<file path="src/rtl/ws2812b_tx.sv">
// rtl/ws2812b_tx.sv - WS2812B one-wire NRZ serialiser for a NUM_LEDS x 24-bit GRB frame
module ws2812b_tx #(
    parameter int NUM_LEDS = 4,
    parameter int T0H      = 40,
    parameter int T0L      = 85,
    parameter int T1H      = 80,
    parameter int T1L      = 45,
    parameter int TRESET   = 5000
) (
    input  logic                      clk,
    input  logic                      reset,
    input  logic [24*NUM_LEDS-1:0]    frame,
    input  logic                      start,
    output logic                      dout,
    output logic                      busy,
    output logic                      done
);

    localparam int FW      = 24 * NUM_LEDS;
    localparam int MAX_H   = (T0H > T1H) ? T0H : T1H;
    localparam int MAX_L   = (T0L > T1L) ? T0L : T1L;
    localparam int MAX_BIT = (MAX_H > MAX_L) ? MAX_H : MAX_L;
    localparam int MAX_T   = (TRESET > MAX_BIT) ? TRESET : MAX_BIT;
    localparam int CW      = $clog2(MAX_T + 1);
    localparam int IW      = $clog2(FW);

    // Phase counter is loaded with (duration - 1) and counts down to zero.
    localparam logic [CW-1:0] H0  = CW'(T0H - 1);
    localparam logic [CW-1:0] H1  = CW'(T1H - 1);
    localparam logic [CW-1:0] L0  = CW'(T0L - 1);
    localparam logic [CW-1:0] L1  = CW'(T1L - 1);
    localparam logic [CW-1:0] RST = CW'(TRESET - 1);

    typedef enum logic [1:0] {IDLE, HIGH, LOW, LATCH} state_t;

    state_t          state, state_nxt;
    logic [CW-1:0]   cnt, cnt_nxt;
    logic [FW-1:0]   shreg, shreg_nxt;
    logic [IW-1:0]   idx, idx_nxt;
    logic            done_nxt;

    always_ff @(posedge clk or posedge reset) begin
        if (reset) begin
            state <= IDLE;
            cnt   <= '0;
            shreg <= '0;
            idx   <= '0;
            dout  <= 1'b0;
            busy  <= 1'b0;
            done  <= 1'b0;
        end else begin
            state <= state_nxt;
            cnt   <= cnt_nxt;
            shreg <= shreg_nxt;
            idx   <= idx_nxt;
            dout  <= (state_nxt == HIGH);
            busy  <= (state_nxt != IDLE);
            done  <= done_nxt;
        end
    end

    always_comb begin
        state_nxt = state;
        cnt_nxt   = cnt;
        shreg_nxt = shreg;
        idx_nxt   = idx;
        done_nxt  = 1'b0;
        case (state)
            IDLE: begin
                if (start) begin
                    shreg_nxt = frame;
                    idx_nxt   = IW'(FW - 1);
                    cnt_nxt   = frame[FW-1] ? H1 : H0;
                    state_nxt = HIGH;
                end
            end
            HIGH: begin
                if (cnt == '0) begin
                    cnt_nxt   = shreg[FW-1] ? L1 : L0;
                    state_nxt = LOW;
                end else begin
                    cnt_nxt = cnt - CW'(1);
                end
            end
            LOW: begin
                if (cnt != '0) begin
                    cnt_nxt = cnt - CW'(1);
                end else if (idx == '0) begin
                    cnt_nxt   = RST;
                    state_nxt = LATCH;
                end else begin
                    // Next bit's high time comes from the bit about to shift into the MSB.
                    shreg_nxt = {shreg[FW-2:0], 1'b0};
                    idx_nxt   = idx - IW'(1);
                    cnt_nxt   = shreg[FW-2] ? H1 : H0;
                    state_nxt = HIGH;
                end
            end
            LATCH: begin
                if (cnt == '0) begin
                    done_nxt  = 1'b1;
                    state_nxt = IDLE;
                end else begin
                    cnt_nxt = cnt - CW'(1);
                end
            end
            default: state_nxt = IDLE;
        endcase
    end

endmodule

</file>
<file path="config.mk">
export PLATFORM = sky130hd
export DESIGN_NAME = ws2812b_tx
export DESIGN_NICKNAME = d
export VERILOG_FILES = /design/src/rtl/ws2812b_tx.sv
export SDC_FILE = /design/constraint.sdc
export NUM_CORES = 1
export LEC_CHECK = 0
export ABC_AREA = 0
export CAP_MARGIN = 20
export CELL_PAD_IN_SITES_DETAIL_PLACEMENT = 1
export CELL_PAD_IN_SITES_GLOBAL_PLACEMENT = 1
export CORE_MARGIN = 2
export CORE_UTILIZATION = 41
export CTS_CLUSTER_DIAMETER = 150
export DETAILED_ROUTE_END_ITERATION = 8
export GPL_ROUTABILITY_DRIVEN = 1
export GPL_TIMING_DRIVEN = 1
export HOLD_SLACK_MARGIN = 0.08
export PLACE_DENSITY_LB_ADDON = 0.15
export SLEW_MARGIN = 20
export SYNTH_ARGS = -nofsm -noshare
export SYNTH_HDL_FRONTEND = slang
export SYNTH_SLANG_ARGS = --single-unit
export TNS_END_PERCENT = 50
</file>
<file path="constraint.sdc">
create_clock -name clk -period 7.4 [get_ports clk]
set_clock_uncertainty 0.2 [all_clocks]
set_input_delay 1.48 -clock clk [delete_from_list [all_inputs] [get_ports clk]]
set_output_delay 1.48 -clock clk [all_outputs]
set_load 0.01 [all_outputs]
</file>
### After elaboration in Yosys (flattened, before gate mapping)

Cells that the tools add are included.

* register bits after elaboration: 121
* bits of input ports: 99
* output and inout port bits: 3
* logic and storage cells: 50

* add/subtract/negate cells: 2
* eq/ne operators: 8
* muxes and demuxes: 25
* reductions and logical operators: 8

Operators with widths (number)
* $mux W96: 3
* $pmux W96 S2: 1
* $mux W13: 5
* $pmux W13 S4: 1
* $mux W7: 6
* $pmux W7 S2: 1
* $logic_not A13 Y1: 1
* $reduce_bool A13 Y1: 1
* $sub A13 B1 Y13 const B: 1
* $mux W2: 5
* $ne A2 B2 Y1 const B: 4
* $pmux W2 S4: 1
* $logic_not A7 Y1: 1
* $sub A7 B1 Y7 const B: 1
* $eq A2 B1 Y1 const B: 2
* $eq A2 B2 Y1 const B: 2
* $reduce_and A4 Y1: 1
* $reduce_bool A2 Y1: 2
* $logic_not A2 Y1: 1
* $mux W1: 2
* $reduce_and A2 Y1: 1

### Longest topological paths before layout

Gate-level depths: netlist (run 1).

* word-level depth: 5
* gate-level depth with buffers: 12

### Worst setup path after synthesis (run 1)

No wires, ideal clock.

* path kind: input-to-reg
* start point: input start
* end point: register idx[3]
* library setup time: 0.124 ns
* data arrival time: 2.361 ns
* data required time: 7.076 ns
* slack: 4.715 ns
* cell stages on the path: 6
* path through: and2_1 -> a31o_1 -> buf_2 -> buf_2 -> a211oi_1 -> nor2_1

* cells in the longest elaborated chain, start to end: 2

RTL lines
* start: declaration: line 13 `input logic start,`
* $ne A2 B2 Y1 (no source line)
* $reduce_and A4 Y1 (no source line)
* end signal: assignment: line 55 `idx <= idx_nxt;`
* end: declaration: line 39 `logic [IW-1:0] idx, idx_nxt;`

Every way passes these cells.
A chain may end at the register's enable or synchronous reset.

### Worst setup path after layout (run 1)

* start point: register cnt[0]
* end point: register shreg[21]

* cells in the longest elaborated chain, start to end: 3

RTL lines
* start: declaration: line 37 `logic [CW-1:0] cnt, cnt_nxt;`
* start signal: assignment: line 53 `cnt <= cnt_nxt;`
* $reduce_bool A13 Y1: line 86 `if (cnt != '0) begin`
* $ne A2 B2 Y1 (no source line)
* $reduce_and A4 Y1 (no source line)
* end signal: assignment: line 54 `shreg <= shreg_nxt;`
* end: declaration: line 38 `logic [FW-1:0] shreg, shreg_nxt;`

Every way passes these cells.

==> results of run 1 <==
-- cell usage after synthesis, drive strengths merged (2+ instances only) --
cell type  instances
nand2            203
dfrtp            121
nor2             109
a31oi             99
clkbuf            29
buf               23
a21oi             16
o21ai             16
inv               13
nor3              13
or4                6
ha                 4
nand3              4
o211ai             4
a211oi             3
and3               3
and4               3
nand3b             3
o22ai              3
xnor2              3
a31o               2
nand2b             2
o31ai              2
o41ai              2
or2                2
or3                2
-- worst paths after layout --
path                            slack, ps               endpoint                 start  depth (start not counted)
worst max-delay path                 3270  shreg[21]$_DFFE_PP0P_    cnt[0]$_DFFE_PP0P_                          8
worst min-delay path                  320   shreg[0]$_DFFE_PP0P_  shreg[0]$_DFFE_PP0P_                          1
worst max register to register       3270  shreg[21]$_DFFE_PP0P_    cnt[0]$_DFFE_PP0P_                          8
worst min register to register        320   shreg[0]$_DFFE_PP0P_  shreg[0]$_DFFE_PP0P_                          1
max in group asynchronous            4570     cnt[4]$_DFFE_PP0P_                 reset                          3
min in group asynchronous            1360  shreg[49]$_DFFE_PP0P_                 reset                          2
-- per-stage QoR --
| stage | instance area [µm²] | util, % | instances | total power [µW] | hold slack, ps |
|---|---|---|---|---|---|
| after global placement | 6912 | 49.60 | 940 | 1752 | 298.6 |
| after detailed placement | 6912 | 49.60 | 940 | 1822 | 296.4 |
| after global routing | 7517 | 53.95 | 972 | 2844 | 334.1 |
| after floorplan | 5864 | - | 707 | 1600 | 262.1 |
| final | 7517 | 53.95 | 972 | 2669 | 315.5 |
| after CTS | 7515 | 53.93 | 972 | 2687 | 315.5 |
-- sequential cells by signal, summed over array words and instances (netlist names) --
signal,flops
idx,7
busy,1
dout,1
done,1
cnt,13
state,2
shreg,96
-- power groups by stage --
stage	combinational (µW)	sequential [µW]	clock, µW
final	618	1210	842
after global routing	713	1250	881
after CTS	625	1210	855
after detailed placement	613	1210	0
after global placement	560	1190	0
after floorplan	472	1130	0
-- metal layers --
layer	vias to the layer above	wire length (µm)	global-route usage, %
li1	2569	-	-
met4	0	217	7.670
met5	-	0	0
met2	118	7814	35.89
met3	20	602	4.716
met1	2597	7413	29.33
-- cell type report --
cell class                 instances  area (µm²)  area share [%]
clock buffer                      25       515.5           6.858
timing repair buffer             105        1041           13.85
clock inverter                     7       87.58           1.165
sequential                       121        3028           40.28
inverter                          13       53.80          0.7157
multi-input combinational        521        2566           34.14
tap                              180       225.2           2.996
-- logic make-up after synthesis --
family,Yosys count,synth area share [%]
simple gates,357,25.15
compound gates,156,16.73
flops,121,51.63
buf+inv,65,5.014
fa+ha+maj,4,0.8535
xor+xnor,3,0.4481
mux,1,0.1707
-- critical path: cells and delay by family (launching register included) --
family                   cells  cell delay [ps]
AND/OR/NAND/NOR              3             1440
AO/OA/AOI/OAI                2              870
buffers and inverters        2              840
flip-flops                   1              460
adder cells (fa/ha/maj)      1              170
==> impl_metrics.env, run 1 <==
export IMPL_place_port_buffers=101
export IMPL_die_area_um2=15280
export IMPL_post_cts_hold_buffer_count=0
export IMPL_drv_slew=0
export IMPL_power_switching_uw=836.6
export IMPL_mappedNetlistNets=810
export IMPL_layout_worst_path_cycle_share_pct=55.80
export IMPL_place_detailed_hpwl_mm=10.05
export IMPL_postSynth_asyncResetShare_pct=100.0
export IMPL_ir_worst_vdd_mv=0.1949
export IMPL_tritoncts="built"
export IMPL_detail_route_vias_per_cell=5.457
export IMPL_cts_clk_slew_worst_paths_ps=60
export IMPL_number_of_routed_nets_with_antenna_violations=0
export IMPL_placementRows=43
export IMPL_io_pins=102
export IMPL_cts_setup_buffers=0
export IMPL_drtPass1Iterations=4
export IMPL_globalRoute_totalOverflow=0
export IMPL_timing_worst_slew_pin_value_ps=1085
export IMPL_synth_seq_area_share_pct=51.63
export IMPL_worst_endpoint_required_ps=7530
export IMPL_cp_cell_sequence="inv_1 > ha_1 > or4b_1 > nor3_4 > a31o_4 > buf_4 > nor2_1 > a31oi_1"
export IMPL_clkSinkCount=121
export IMPL_final_fill_count=1640
export IMPL_total_standard_cell_area_after_synthesis_um2=5864
export IMPL_final_min_period_ps=4129
export IMPL_wl_per_cell_um=16.51
export IMPL_timing_critical_path_arrival_ps=4260
export IMPL_fp_dieH_um=123.6
export IMPL_yosys_area_top_type_share_pct=51.63
export IMPL_timing_final_setup_violations=0
export IMPL_number_of_global_route_vias_before_repair=5424
export IMPL_cts_root_to_sink_buffers=2
export IMPL_critPathSlowestCell="nor3_4"
export IMPL_clkLatencyLatePin_ps=420
export IMPL_vias=5304
export IMPL_antenna_cells=0
export IMPL_outcome="complete, no violations"
export IMPL_setup_slack_ps=3271
export IMPL_synth_top_cells_by_area="dfrtp_1 52%, nand2_1 13%, a31oi_1 11%, nor2_1 7.0%, clkbuf_1 1.9%"
export IMPL_yosys_most_used_dff="dfrtp_1"
export IMPL_share_of_cells_above_drive_strength_1_pct=5.429
export IMPL_pwr_density_cell_nw_per_um2=355.0
export IMPL_path_max_fanout=80
export IMPL_cpPeakStageDelay_ps=700
export IMPL_cts_inserted_buffers=17
export IMPL_finalHoldViolations=0
export IMPL_synth_warning_count=0
export IMPL_fmax_mhz=242.2
export IMPL_sequentialPowerShare_pct=45.3
export IMPL_synth_largest_area_cell="dfrtp_1"
export IMPL_max_cap_violations=0
export IMPL_final_common_cell="nand2_1"
export IMPL_cts_root_buf="clkbuf_16"
export IMPL_drc=0
export IMPL_rsz0062_at_grt="false"
export IMPL_grt_first_pass_wirelength_mm=26.39
export IMPL_gp_congestion=0.8634
export IMPL_netlist_instances=707
export IMPL_htree_num_levels=4
export IMPL_floorplan_initialDensity_pct=42.08
export IMPL_drt_iter0_markers=431
export IMPL_grt_start_max_net_pins=99
export IMPL_p_int_uw=1832
export IMPL_share_clk_of_total_power_pct=31.6
export IMPL_p_sw_share_pct=31.35
export IMPL_criticalPathCategory="flip-flop to flip-flop"
export IMPL_fin_setup_tns_ps=0
export IMPL_coreArea_um2=13930
export IMPL_timing_critical_path_from_type="flip-flop"
export IMPL_synth_edf_count=0
export IMPL_final_cell_mix="203 x nand2_1, 121 x dfrtp_1, 108 x nor2_1"
export IMPL_timing_slew_headroom_pct=27.64
export IMPL_dpl_worst_slack_ps=3037
export IMPL_postCtsResizedCells=0
export IMPL_synth_seq_cells=121
export IMPL_finalWirelength_mm=16.05
export IMPL_endpoint_kind="flip-flop"
export IMPL_nNetsFinal=882
export IMPL_post_synth_cell_area_avg_um2=8.295
export IMPL_p_leak_uw=0.003158
export IMPL_flow_area_growth_from_synthesis_pct=28.18
export IMPL_die_w_um=123.6
export IMPL_number_of_different_library_cells_in_the_post_synthesis_netlist=48
export IMPL_grt_antenna_before_repair=0
export IMPL_groute_usage_overall_pct=22.08
export IMPL_min_delay_path_class="flip-flop to flip-flop"
export IMPL_comb_power_share_pct=23.2
(Power assumes the default switching activity.)
==> run 2, diff against run 1 <==
CORE_UTILIZATION = 36   (was 41)
clock period = 3.4 ns   (was 7.4 ns; I/O delays follow)
==> impl_metrics.env, run 2 (same netlist as run 1, synthesis figures left out) <==
export IMPL_cp_top_family="simple AND/OR/NAND/NOR gates"
export IMPL_cts_setup_buffers=0
export IMPL_flow_area_growth_from_synthesis_pct=30.04
export IMPL_grt_first_pass_wirelength_mm=27.17
export IMPL_drv_slew=0
export IMPL_ir_worst_vdd_mv=0.3993
export IMPL_clkSinkCount=121
export IMPL_global_routing_usage_on_met1_pct=25.06
export IMPL_criticalPathCategory="flip-flop to flip-flop"
export IMPL_rsz0062_at_grt="false"
export IMPL_antenna_cells=0
export IMPL_grt_most_used_layer="met2"
export IMPL_cp_startpoint="cnt[0]$_DFFE_PP0P_"
export IMPL_floorplan_initialDensity_pct=36.92
export IMPL_htree_num_levels=4
export IMPL_place_detailed_hpwl_mm=10.27
export IMPL_drc=0
export IMPL_place_port_buffers=101
export IMPL_io_pins=102
export IMPL_drt_iter0_markers=237
export IMPL_critical_path_reg2reg_startpoint="cnt[0]$_DFFE_PP0P_"
export IMPL_vias=5284
export IMPL_top_register="shreg"
export IMPL_placed_cell_area_um2=7058
export IMPL_gp_congestion=0.8460
export IMPL_path_max_fanout=98
export IMPL_pwr_density_cell_nw_per_um2=745.2
export IMPL_number_of_routed_nets_with_antenna_violations=0
export IMPL_final_min_period_ps=2997
export IMPL_reg_top3="shreg x96, cnt x13, idx x7"
export IMPL_timing_critical_path_from_type="flip-flop"
export IMPL_die_w_um=131.6
export IMPL_nNetsFinal=892
export IMPL_cts_clk_slew_worst_paths_ps=60
export IMPL_final_non_filler_cell_area_um2=7626
export IMPL_p_leak_uw=0.003193
export IMPL_max_cap_violations=0
export IMPL_timing_critical_path_arrival_ps=3120
export IMPL_timing_slew_headroom_pct=55.44
export IMPL_fp_dieH_um=131.6
export IMPL_layout_cells_non_filler=1017
export IMPL_grt_met3_usage_pct=4.630
export IMPL_die_area_um2=17330
export IMPL_final_common_cell="nand2_1"
export IMPL_clkLatencyLatePin_ps=420
export IMPL_detail_route_vias_per_cell=5.196
export IMPL_postCtsResizedCells=0
export IMPL_tritoncts="built"
export IMPL_finalHoldViolations=0
export IMPL_timing_final_setup_violations=0
export IMPL_hp_start="shreg[0]$_DFFE_PP0P_"
export IMPL_placementRows=46
export IMPL_largest_register_ffs=96
export IMPL_drtPass1Iterations=4
export IMPL_grt_start_max_net_pins=122
export IMPL_cp_cell_sequence="inv_1 > ha_1 > or4b_1 > nor3_4 > a31o_4 > buf_12 > nor2_1 > a31oi_1"
export IMPL_wl_per_cell_um=15.50
export IMPL_fmax_mhz=333.7
export IMPL_grt_antenna_before_repair=0
export IMPL_post_cts_hold_buffer_count=0
export IMPL_cpPeakStageDelay_ps=600
export IMPL_timing_worst_slew_pin_value_ps=668.4
export IMPL_cts_root_buf="clkbuf_16"
export IMPL_final_cell_mix="203 x nand2_1, 121 x dfrtp_1, 108 x nor2_1"
export IMPL_final_fill_count=1836
export IMPL_groute_usage_overall_pct=19.00
export IMPL_finalWirelength_mm=15.77
export IMPL_layout_worst_path_cycle_share_pct=88.14
export IMPL_share_of_cells_above_drive_strength_1_pct=6.492
export IMPL_gr_usage_met2_pct=30.25
export IMPL_cts_inserted_buffers=17
export IMPL_dpl_worst_slack_ps=467.9
export IMPL_place_detailed_instances=986
export IMPL_fin_setup_tns_ps=0
export IMPL_outcome="complete, no violations"
export IMPL_path_buf_inv=2
export IMPL_endpoint_kind="flip-flop"
export IMPL_coreArea_um2=15890
export IMPL_setup_slack_ps=403.3
export IMPL_critPathSlowestCell="or4b_1"
export IMPL_worst_endpoint_required_ps=3520
export IMPL_globalRoute_totalOverflow=0
export IMPL_cts_root_to_sink_buffers=2
export IMPL_min_delay_path_class="flip-flop to flip-flop"
export IMPL_number_of_global_route_vias_before_repair=5617
[run 2: where the power goes]
group          total [µW]  internal, µW  switching [µW]
sequential           2590          2130             459
combinational        1370           678             690
clock                1720          1090             630
[run 2: area by class of cell]
class | instances | area [µm²] | area share [%]
clock buffer | 24 | 501.7 | 6.579
sequential | 121 | 3028 | 39.70
multi-input combinational | 521 | 2566 | 33.65
timing repair buffer | 115 | 1141 | 14.96
tap | 216 | 270.3 | 3.544
clock inverter | 7 | 66.31 | 0.8696
inverter | 13 | 52.55 | 0.6891
[run 2: stage by stage]
stage	utilization (%)	power (µW)	hold slack, ps
6_report	48.01	5683	311.4
5_1_grt	48.01	6075	334.9
4_1_cts	48.01	5747	312.2
3_5_place_dp	44.43	3976	294.1
3_3_place_gp	44.43	3847	286.8
2_1_floorplan	-	3483	262.1
[run 2: final timing paths]
check                                   endpoint  slack [ps]  cells past startpoint
setup reg to reg           shreg[94]$_DFFE_PP0P_         400                      8
hold / removal              shreg[0]$_DFFE_PP0P_         310                      1
setup / recovery           shreg[94]$_DFFE_PP0P_         400                      8
max in group asynchronous  shreg[85]$_DFFE_PP0P_        1920                      3
min in group asynchronous  shreg[47]$_DFFE_PP0P_         610                      3
hold reg to reg             shreg[0]$_DFFE_PP0P_         310                      1
[run 2: per-layer routing]
metal	up-vias	wire, µm
li1	2585	-
met1	2575	7529
met2	103	7394
met3	21	596
met4	0	245
met5	-	0
==> run 3, diff against run 2 <==
ABC_CLOCK_PERIOD_IN_PS = 3400   (was not set)
==> results of run 3 <==
No change in the layout: final DEF, timing and power equal those of run 2.
